<file path="src/rtl/corr_mac_seq.sv">
// corr_mac_seq: sample-strobed, time-multiplexed correlator with one MAC.
//
// Each accepted sample shifts into an N-deep delay line, then N MAC
// cycles accumulate x[k]*coef[k]. In a DONE cycle the sum is published
// with a one-cycle corr_valid pulse and a |corr| > thresh detect flag.
//
// Optional feature macro: CORR_COEF_LOAD_EN
//   defined   - coefficient table is a register array, writable through
//               coef_we/coef_addr/coef_data while idle, reset to the
//               built-in sine table.
//   undefined - coefficients are the constant built-in table; the write
//               port is ignored.
module corr_mac_seq #(
  parameter int W     = 8,
  parameter int C     = 8,
  parameter int N     = 20,
  parameter int ACC_W = 25
) (
  input  logic                   clk,
  input  logic                   rst,
  input  logic                   ena,
  input  logic                   sample_stb,
  input  logic [W-1:0]           rec,
  input  logic [ACC_W-2:0]       thresh,
  input  logic                   coef_we,
  input  logic [$clog2(N)-1:0]   coef_addr,
  input  logic [C-1:0]           coef_data,
  output logic [ACC_W-1:0]       corr,
  output logic                   corr_valid,
  output logic                   detect,
  output logic                   busy,
  output logic                   overrun
);

  localparam int AW = $clog2(N);
  localparam int PW = W + C;
  localparam logic [AW-1:0] LAST_IDX = AW'(N - 1);

  typedef enum logic [1:0] {
    IDLE = 2'd0,
    MAC  = 2'd1,
    DONE = 2'd2
  } state_t;

  state_t state_reg, state_next;

  // Control strobes decoded from the current state.
  logic accept;     // strobe taken: shift delay line, start a new sum
  logic mac_en;     // one MAC step this cycle
  logic publish;    // DONE: move the sum to the outputs
  logic drop;       // strobe arrived while busy

  logic [AW-1:0]           idx_reg;
  logic signed [ACC_W-1:0] acc_reg;
  logic signed [W-1:0]     x_reg [N];

  logic [ACC_W-1:0] corr_reg;
  logic             corr_valid_reg;
  logic             detect_reg;
  logic             overrun_reg;

  logic signed [W-1:0]     x_cur;
  logic signed [C-1:0]     coef_cur;
  logic signed [PW-1:0]    prod;
  logic signed [ACC_W-1:0] prod_ext;
  logic [ACC_W-1:0]        acc_mag;
  logic                    detect_next;

  // Built-in table: one period of a 20-point sine, amplitude 127.
  function automatic logic signed [C-1:0] base_coef(input int k);
    logic signed [7:0] s;
    case (k % 20)
      0:       s = 8'sd0;
      1:       s = 8'sd39;
      2:       s = 8'sd75;
      3:       s = 8'sd103;
      4:       s = 8'sd121;
      5:       s = 8'sd127;
      6:       s = 8'sd121;
      7:       s = 8'sd103;
      8:       s = 8'sd75;
      9:       s = 8'sd39;
      10:      s = 8'sd0;
      11:      s = -8'sd39;
      12:      s = -8'sd75;
      13:      s = -8'sd103;
      14:      s = -8'sd121;
      15:      s = -8'sd127;
      16:      s = -8'sd121;
      17:      s = -8'sd103;
      18:      s = -8'sd75;
      19:      s = -8'sd39;
      default: s = 8'sd0;
    endcase
    return C'(s);
  endfunction

  // State register.
  always_ff @(posedge clk) begin
    if (rst) begin
      state_reg <= IDLE;
    end else begin
      state_reg <= state_next;
    end
  end

  // Next-state and control decode; everything holds while ena is low.
  always_comb begin
    state_next = state_reg;
    accept     = 1'b0;
    mac_en     = 1'b0;
    publish    = 1'b0;
    drop       = 1'b0;
    if (ena) begin
      case (state_reg)
        IDLE: begin
          if (sample_stb) begin
            accept     = 1'b1;
            state_next = MAC;
          end
        end
        MAC: begin
          mac_en = 1'b1;
          drop   = sample_stb;
          if (idx_reg == LAST_IDX) begin
            state_next = DONE;
          end
        end
        DONE: begin
          publish    = 1'b1;
          drop       = sample_stb;
          state_next = IDLE;
        end
        default: begin
          state_next = IDLE;
        end
      endcase
    end
  end

  // Delay line: tap 0 takes the new sample, others take their neighbour.
  genvar gi;
  generate
    for (gi = 0; gi < N; gi++) begin : g_tap
      if (gi == 0) begin : g_head
        // Newest sample enters here on an accepted strobe.
        always_ff @(posedge clk) begin
          if (rst) begin
            x_reg[gi] <= '0;
          end else if (accept) begin
            x_reg[gi] <= rec;
          end
        end
      end else begin : g_body
        // Older taps shift one place on an accepted strobe.
        always_ff @(posedge clk) begin
          if (rst) begin
            x_reg[gi] <= '0;
          end else if (accept) begin
            x_reg[gi] <= x_reg[gi-1];
          end
        end
      end
    end
  endgenerate

`ifdef CORR_COEF_LOAD_EN
  logic signed [C-1:0] coef_reg [N];
  logic                coef_wr;

  // Writes land only while idle and enabled, and only for in-range taps.
  assign coef_wr = coef_we && ena && (state_reg == IDLE) &&
                   ({1'b0, coef_addr} < (AW+1)'(N));

  generate
    for (gi = 0; gi < N; gi++) begin : g_coef
      // Per-tap coefficient register, reset to the built-in table.
      always_ff @(posedge clk) begin
        if (rst) begin
          coef_reg[gi] <= base_coef(gi);
        end else if (coef_wr && (coef_addr == AW'(gi))) begin
          coef_reg[gi] <= coef_data;
        end
      end
    end
  endgenerate

  assign coef_cur = coef_reg[idx_reg];
`else
  logic unused_coef_port;

  // Write port has no effect in the fixed-table build.
  assign unused_coef_port = ^{coef_we, coef_addr, coef_data};
  assign coef_cur         = base_coef(int'(idx_reg));
`endif

  // Single multiplier, full precision, sign-extended into the accumulator.
  assign x_cur    = x_reg[idx_reg];
  assign prod     = x_cur * coef_cur;
  assign prod_ext = {{(ACC_W-PW){prod[PW-1]}}, prod};

  // Magnitude as an unsigned ACC_W value so the most negative sum
  // maps to 2^(ACC_W-1) instead of wrapping.
  assign acc_mag     = acc_reg[ACC_W-1] ? $unsigned(-acc_reg) : $unsigned(acc_reg);
  assign detect_next = acc_mag > {1'b0, thresh};

  // Accumulator and tap index: cleared on accept, advanced per MAC step.
  always_ff @(posedge clk) begin
    if (rst) begin
      acc_reg <= '0;
      idx_reg <= '0;
    end else if (accept) begin
      acc_reg <= '0;
      idx_reg <= '0;
    end else if (mac_en) begin
      acc_reg <= acc_reg + prod_ext;
      idx_reg <= (idx_reg == LAST_IDX) ? '0 : idx_reg + AW'(1);
    end
  end

  // Result registers, valid pulse and sticky overrun flag.
  always_ff @(posedge clk) begin
    if (rst) begin
      corr_reg       <= '0;
      corr_valid_reg <= 1'b0;
      detect_reg     <= 1'b0;
      overrun_reg    <= 1'b0;
    end else begin
      corr_valid_reg <= publish;
      if (publish) begin
        corr_reg   <= acc_reg;
        detect_reg <= detect_next;
      end
      if (drop) begin
        overrun_reg <= 1'b1;
      end
    end
  end

  assign corr       = corr_reg;
  assign corr_valid = corr_valid_reg;
  assign detect     = detect_reg;
  assign overrun    = overrun_reg;
  assign busy       = (state_reg != IDLE);

endmodule

</file>
<file path="config.mk">
export PLATFORM = sky130hd
export DESIGN_NAME = corr_mac_seq
export DESIGN_NICKNAME = d
export VERILOG_FILES = /design/src/rtl/corr_mac_seq.sv
export SDC_FILE = /design/constraint.sdc
export NUM_CORES = 1
export LEC_CHECK = 0
export CAP_MARGIN = 20
export CORE_ASPECT_RATIO = 1.5
export CORE_MARGIN = 5
export CORE_UTILIZATION = 40
export DETAILED_ROUTE_END_ITERATION = 8
export PLACE_DENSITY = 0.56
export SLEW_MARGIN = 40
export SYNTH_ARGS = -nofsm -noshare
export SYNTH_HDL_FRONTEND = slang
export SYNTH_SLANG_ARGS = --single-unit
</file>
<file path="constraint.sdc">
create_clock -name clk -period 8.94 [get_ports clk]
set_input_delay 0.894 -clock clk [delete_from_list [all_inputs] [get_ports clk]]
set_output_delay 0.894 -clock clk [all_outputs]
set_load 0.005 [all_outputs]
</file>
Yosys cells after proc, flatten, opt, wreduce, memory -nomap -nowiden

Memory sizes are Yosys's and may differ from the RTL's. A register that Yosys moved wholly into a read port is not among the register bits.
Cells that the tools add are included.

Eq/ne operators: 5
$add $sub $neg: 3
Shift-type cells: 0
Reductions and logical operators: 6
Multiplexer cells: 42
$mul: 1
Bitwise gates (word level): 20
Div/mod/pow operators: 1
$lt $le $gt $ge: 1

Operators by type and width:

| cell                 | number |
|---|---|
| $mux 8               | 21 |
| $mod 6x6->32 const B | 1 |
| $logic_not 27->1     | 1 |
| $add 25x16->25       | 1 |
| $gt 25x24->1         | 1 |
| $mux 25              | 1 |
| $neg 25->25          | 1 |
| $or 1x1->1           | 20 |
| $mul 8x8->16         | 1 |
| $mux 5               | 3 |
| $mux 1               | 14 |
| $add 5x1->5 const B  | 1 |
| $eq 5x5->1 const B   | 1 |
| $mux 2               | 2 |
| $ne 2x2->1 const B   | 2 |
| $pmux 2 s2           | 1 |
| $reduce_or 2->1      | 2 |
| $reduce_and 3->1     | 1 |
| $eq 2x1->1 const B   | 1 |
| $eq 2x2->1 const B   | 1 |
| $logic_not 2->1      | 1 |
| $reduce_bool 2->1    | 1 |

ROM bits: 256
Output and inout bits: 29
Bits in writable memories: 160
Memories: 2
Word-level logic and storage cells: 88
Register bits after elaboration: 60
Input port bits: 50
Latch bits: 0

Memory list:

| name            | words | bits a word | read ports | clocked after Yosys merged registers in | write ports | RTL line | source |
|---|---|---|---|---|---|---|---|
| (no name shown) | 32    | 8           | 1          | 0                                       | 0           | 72       | `case (k % 20)` |
| x_reg           | 20    | 8           | 20         | 1                                       | 20          | 55       | `logic signed [W-1:0] x_reg [N];` |

Longest topological paths before layout

Depth in word-level cells: 7
Gate-level depth with buffers: 30
Mapped depth without buffers: 29

Least setup slack after synthesis

No wires, ideal clock.

Kind: register -> register
Start point: reg idx_reg[2]
End point: reg acc_reg[14]
Clock period less this slack: 7.952 ns
Cell stages (with the launch flop): 25
Setup slack: 0.988 ns
Required time: 8.549 ns
Setup time: 0.391 ns
Buffers on the path: 1
Arrival: 7.561 ns
Path through: dfxtp_1 -> inv_1 -> ha_1 -> inv_1 -> ha_1 -> a31oi_1 -> mux2i_1 -> clkbuf_1 -> a21oi_1 -> a211oi_1 -> a21o_1 -> nor2b_1 -> fa_1 -> fa_1 -> fa_1 -> fa_1 -> ha_1 -> ha_1 -> o211ai_1 -> o21ai_0 -> o2111ai_1 -> nor2b_1 -> xnor2_1 -> nand2_1 -> a21oi_1

Cells in the longest elaborated chain, start to end: 5
Elaborated cells on any way between the ends: 6
Classes of those cells: 1 x add/sub; 1 x mul; 1 x div; 1 x mux; 1 x reduce/logical; 1 x memory

Ends and longest elaborated chain:

| what                                             | RTL line | source |
|---|---|---|
| from (decl)                                      | 53       | `logic [AW-1:0] idx_reg;` |
| from (signal assigned)                           | 217      | `idx_reg <= (idx_reg == LAST_IDX) ? '0 : idx_reg + AW'(1);` |
| $mod 6x6->32 (*)                                 | 72       |  |
| $mem_v2 32x8 or $logic_not 27->1 (tied branches) | n/a      |  |
| $mux 8 (*)                                       | 72       |  |
| $mul 8x8->16 (*)                                 | 199      | `assign prod = x_cur * coef_cur;` |
| $add 25x16->25 (*)                               | 216      | `acc_reg <= acc_reg + prod_ext;` |
| to (signal assigned)                             | 216      |  |
| to (decl)                                        | 54       | `logic signed [ACC_W-1:0] acc_reg;` |

Mark *: on every way between the ends. The rest lies on a longest branch, timed or not.
A chain may end at the register's enable or synchronous reset.

Final worst setup path

Start point: reg idx_reg[0]
End point: reg acc_reg[23]

Same word-level chain as after synthesis.

==> run_results.csv <==
group,metric,value,unit
finish,drive_gt1_share,9.64,%
placed_design,dpl_worst_slack,0.932,ns
logic_synthesis,seq_area_frac_synth,40.1,%
timing,setup_violations,0,
clock_network,post_cts_buffers,0,
global_routing,grtUsageTotal,16.0,%
routing,drt_wl_total,33.2,mm
timing,hold_viol_final,0,
worst_setup_path,cp.arrival,8.47,ns
logic_synthesis,syn_inst,1350,
worst_setup_path,cp_common_cell,"fa_1",
timing,rsz0062_at_grt,"false",
clock_network,htreeDepth,1,
placed_design,hpwl,24.7,mm
routing,ant_nets,0,
placed_design,placed_area,0.0165,mm²
floorplan,core,0.0377,mm²
logic_synthesis,syn_area_per_cell,11.3,µm²
clock_network,clk_latency,0.54,ns
power,clkPwrFrac,42.6,%
worst_setup_path,required,9.36,ns
finish,nFillCells,3535,
floorplan,start_util,40.4,%
power,ir_worst_vdd,0.148,mV
placed_design,port_buffers,64,
run,drv_cap,0,
logic_synthesis,yosys_warnings,0,
logic_synthesis,mappedNetlistArea,0.0152,mm²
worst_setup_path,slowest_stage,"a31oi_1",
finish,post-route-util,46.1,%
logic_synthesis,synth_largest_area_cell,"edfxtp_1",
global_routing,grt_overflow,0,
clock_network,cts_tree,"done",
logic_synthesis,synthDistinctLibCells,56,
floorplan,die_area,0.0421,mm²
clock_network,cts_resized,0,
routing,drc_errors,0,
finish,synthToLayoutAreaGrowth,14.1,%
logic_synthesis,yosysMostFrequentCell,"and2_1",
timing,tns,0,ns
clock_network,clk_pin_slew,0.06,ns
logic_synthesis,synthesis.nets,1603,
clock_network,ctsHoldBuffers,0,
floorplan,dieWidth,169,µm
routing,drt_iter0_drc,404,
routing,drt-wirelength-per-cell,17.3,µm
logic_synthesis,async_flop_share,0,%
logic_synthesis,synth_edf_count,160,
global_routing,antenna_found_initial,0,
finish,final_nets,1667,
power,p_switching,587,µW
worst_setup_path,end_kind,"register",
global_routing,grt_max_degree,135,
timing,fin_worst_skew,0.0214,ns
worst_setup_path,crit_path_max_incr_delay,0.67,ns
worst_setup_path,critPathLaunchType,"register",
power,p_per_area,145,mW/mm²
timing,max_slew_margin,40.5,%
worst_setup_path,path_buf_inv,4,
timing,fmax,0.124,GHz
worst_setup_path,critPathMaxFanout,13,
timing,post-route-min-period,8.05,ns
clock_network,clock_sinks,225,
timing,setup_slack,0.893,ns
routing,num_vias,9757,
logic_synthesis,synth_common_cells,"and2_1, edfxtp_1, inv_1",
finish,final_area,0.0174,mm²
timing,fin_crit_sh,90.0,%
finish,antenna_cells,0,
clock_network,cts-root-buf,"clkbuf_16",
timing,max_slew.worst_pin.slew,0.868,ns
clock_network,clk_path_buf_depth,3,
min_path,hp-class,"register to register",
logic_synthesis,synth.area.top_cells,"edfxtp_1, fa_1, dfxtp_1, ha_1, mux4_2",
routing,drt_first_pass_iters,4,
power,p_sw_share,23.3,%
clock_network,cts_inserted_buffers,24,
power,power_frac_comb,9.8,%
floorplan,die_h,249,µm
placed_design,place.gp.congestion,0.819,
routing,via_per_inst,5.08,
floorplan,rows,87,
worst_setup_path,path_cells,"inv_1, ha_1, a31oi_1, mux2i_1, buf_4, or3_1, nor2_1, a21oi_1, nor2_1, fa_1, fa_1, inv_1, fa_1, inv_1, fa_1, ha_1, ha_1, a211oi_1, nor2_1, o41ai_1, o21ai_0, o21ai_0, o31a_1, nand2_1",
global_routing,grt_pass1_vias,10500,
logic_synthesis,synth-main-ff-cell,"edfxtp_1",
power,p_int,1940,µW
logic_synthesis,synth_top_area_share,31.6,%
finish,largest_reg_flops,160,
worst_setup_path,critPathTopFamily,"adder cells",
logic_synthesis,synth_seq_cells,225,
power,power_frac_seq,47.5,%
timing,slew_violations,0,
floorplan,io_pins,79,
status,outcome,"completed",
worst_setup_path,crit_type,"register to register",
global_routing,grt_pass1_wl,55.2,mm
power,p_leak,0.00740,µW
-- tightest hold or removal path: cells and delay by family (launching register included) --
family	cells	cell delay (ns)
flip-flops	1	0.31
AND/OR/NAND/NOR	1	0.05
AO/OA/AOI/OAI	1	0.05
-- per-stage QoR --
| step | instances | hold slack [ns] | power, µW |
|---|---|---|---|
| after floorplan | 1350 | 0.453 | 1390 |
| after global placement | 1877 | 0.444 | 1470 |
| after detailed placement | 1877 | 0.447 | 1480 |
| after CTS | 1920 | 0.456 | 2570 |
| after global routing | 1920 | 0.470 | 2640 |
| final | 1920 | 0.452 | 2530 |
-- worst paths after layout --
path / start / end / slack, ns / cells after the start
worst max-delay path: idx_reg[0] / acc_reg[23] / 0.89 / 24
worst min register to register: corr[14] / corr[14] / 0.45 / 2
worst min-delay path: corr[14] / corr[14] / 0.45 / 2
worst max register to register: idx_reg[0] / acc_reg[23] / 0.89 / 24
-- logic make-up after synthesis --
kind of cell	count (synthesis)	synth area share [%]
AO/OA/AOI/OAI	179	7.28
AND/OR/NAND/NOR	435	14.8
buffers and inverters	198	4.93
XOR/XNOR	51	2.94
multiplexers	59	7.85
adder cells (fa/ha/maj)	203	22.1
flip-flops	225	40.1
-- power by group through the flow --
stage / logic, µW / clock network [µW] / registers [µW]
floorplan: 177 / 0 / 1220
global placement: 250 / 0 / 1220
detailed placement: 253 / 0 / 1220
CTS: 255 / 1110 / 1200
global route: 281 / 1150 / 1210
finish: 248 / 1080 / 1200
-- cell type report --
type                            instances  area (µm²)  area share, %
Timing Repair Buffer                   93         875           5.04
Sequential cell                       225        6110           35.2
Tap cell                              489         612           3.52
Inverter                              143         542           3.12
Clock inverter                         13         198           1.14
Multi-Input combinational cell        927        8380           48.3
Clock buffer                           30         644           3.71
-- metal layers --
| layer | global-route usage [%] | share of wire (%) |
|---|---|---|
| met5 | 0 | 0 |
| met4 | 4.97 | 3.0 |
| met3 | 1.84 | 2.8 |
| met2 | 30.1 | 54 |
| met1 | 18.7 | 40 |
-- layout by cell type, fill, tap and decap left out, drive strengths merged, types with 7 or more instances in the layout --
cell type and instances:
clkbuf 30, nand4 9, ha 94, dfxtp 65, a31oi 9, xor2 11, mux4 48, fa 109
nand3 15, nor2 72, and2 164, clkdlybuf4s50 64, nand2 119, o21ai 38, a21oi 64, o21a 7
edfxtp 160, a21o 15, nand2b 11, nor3 12, buf 29, inv 145, a211oi 12, o31ai 7
mux2i 8, nor2b 14, xnor2 40
Power figures use the tool's default switching activity.
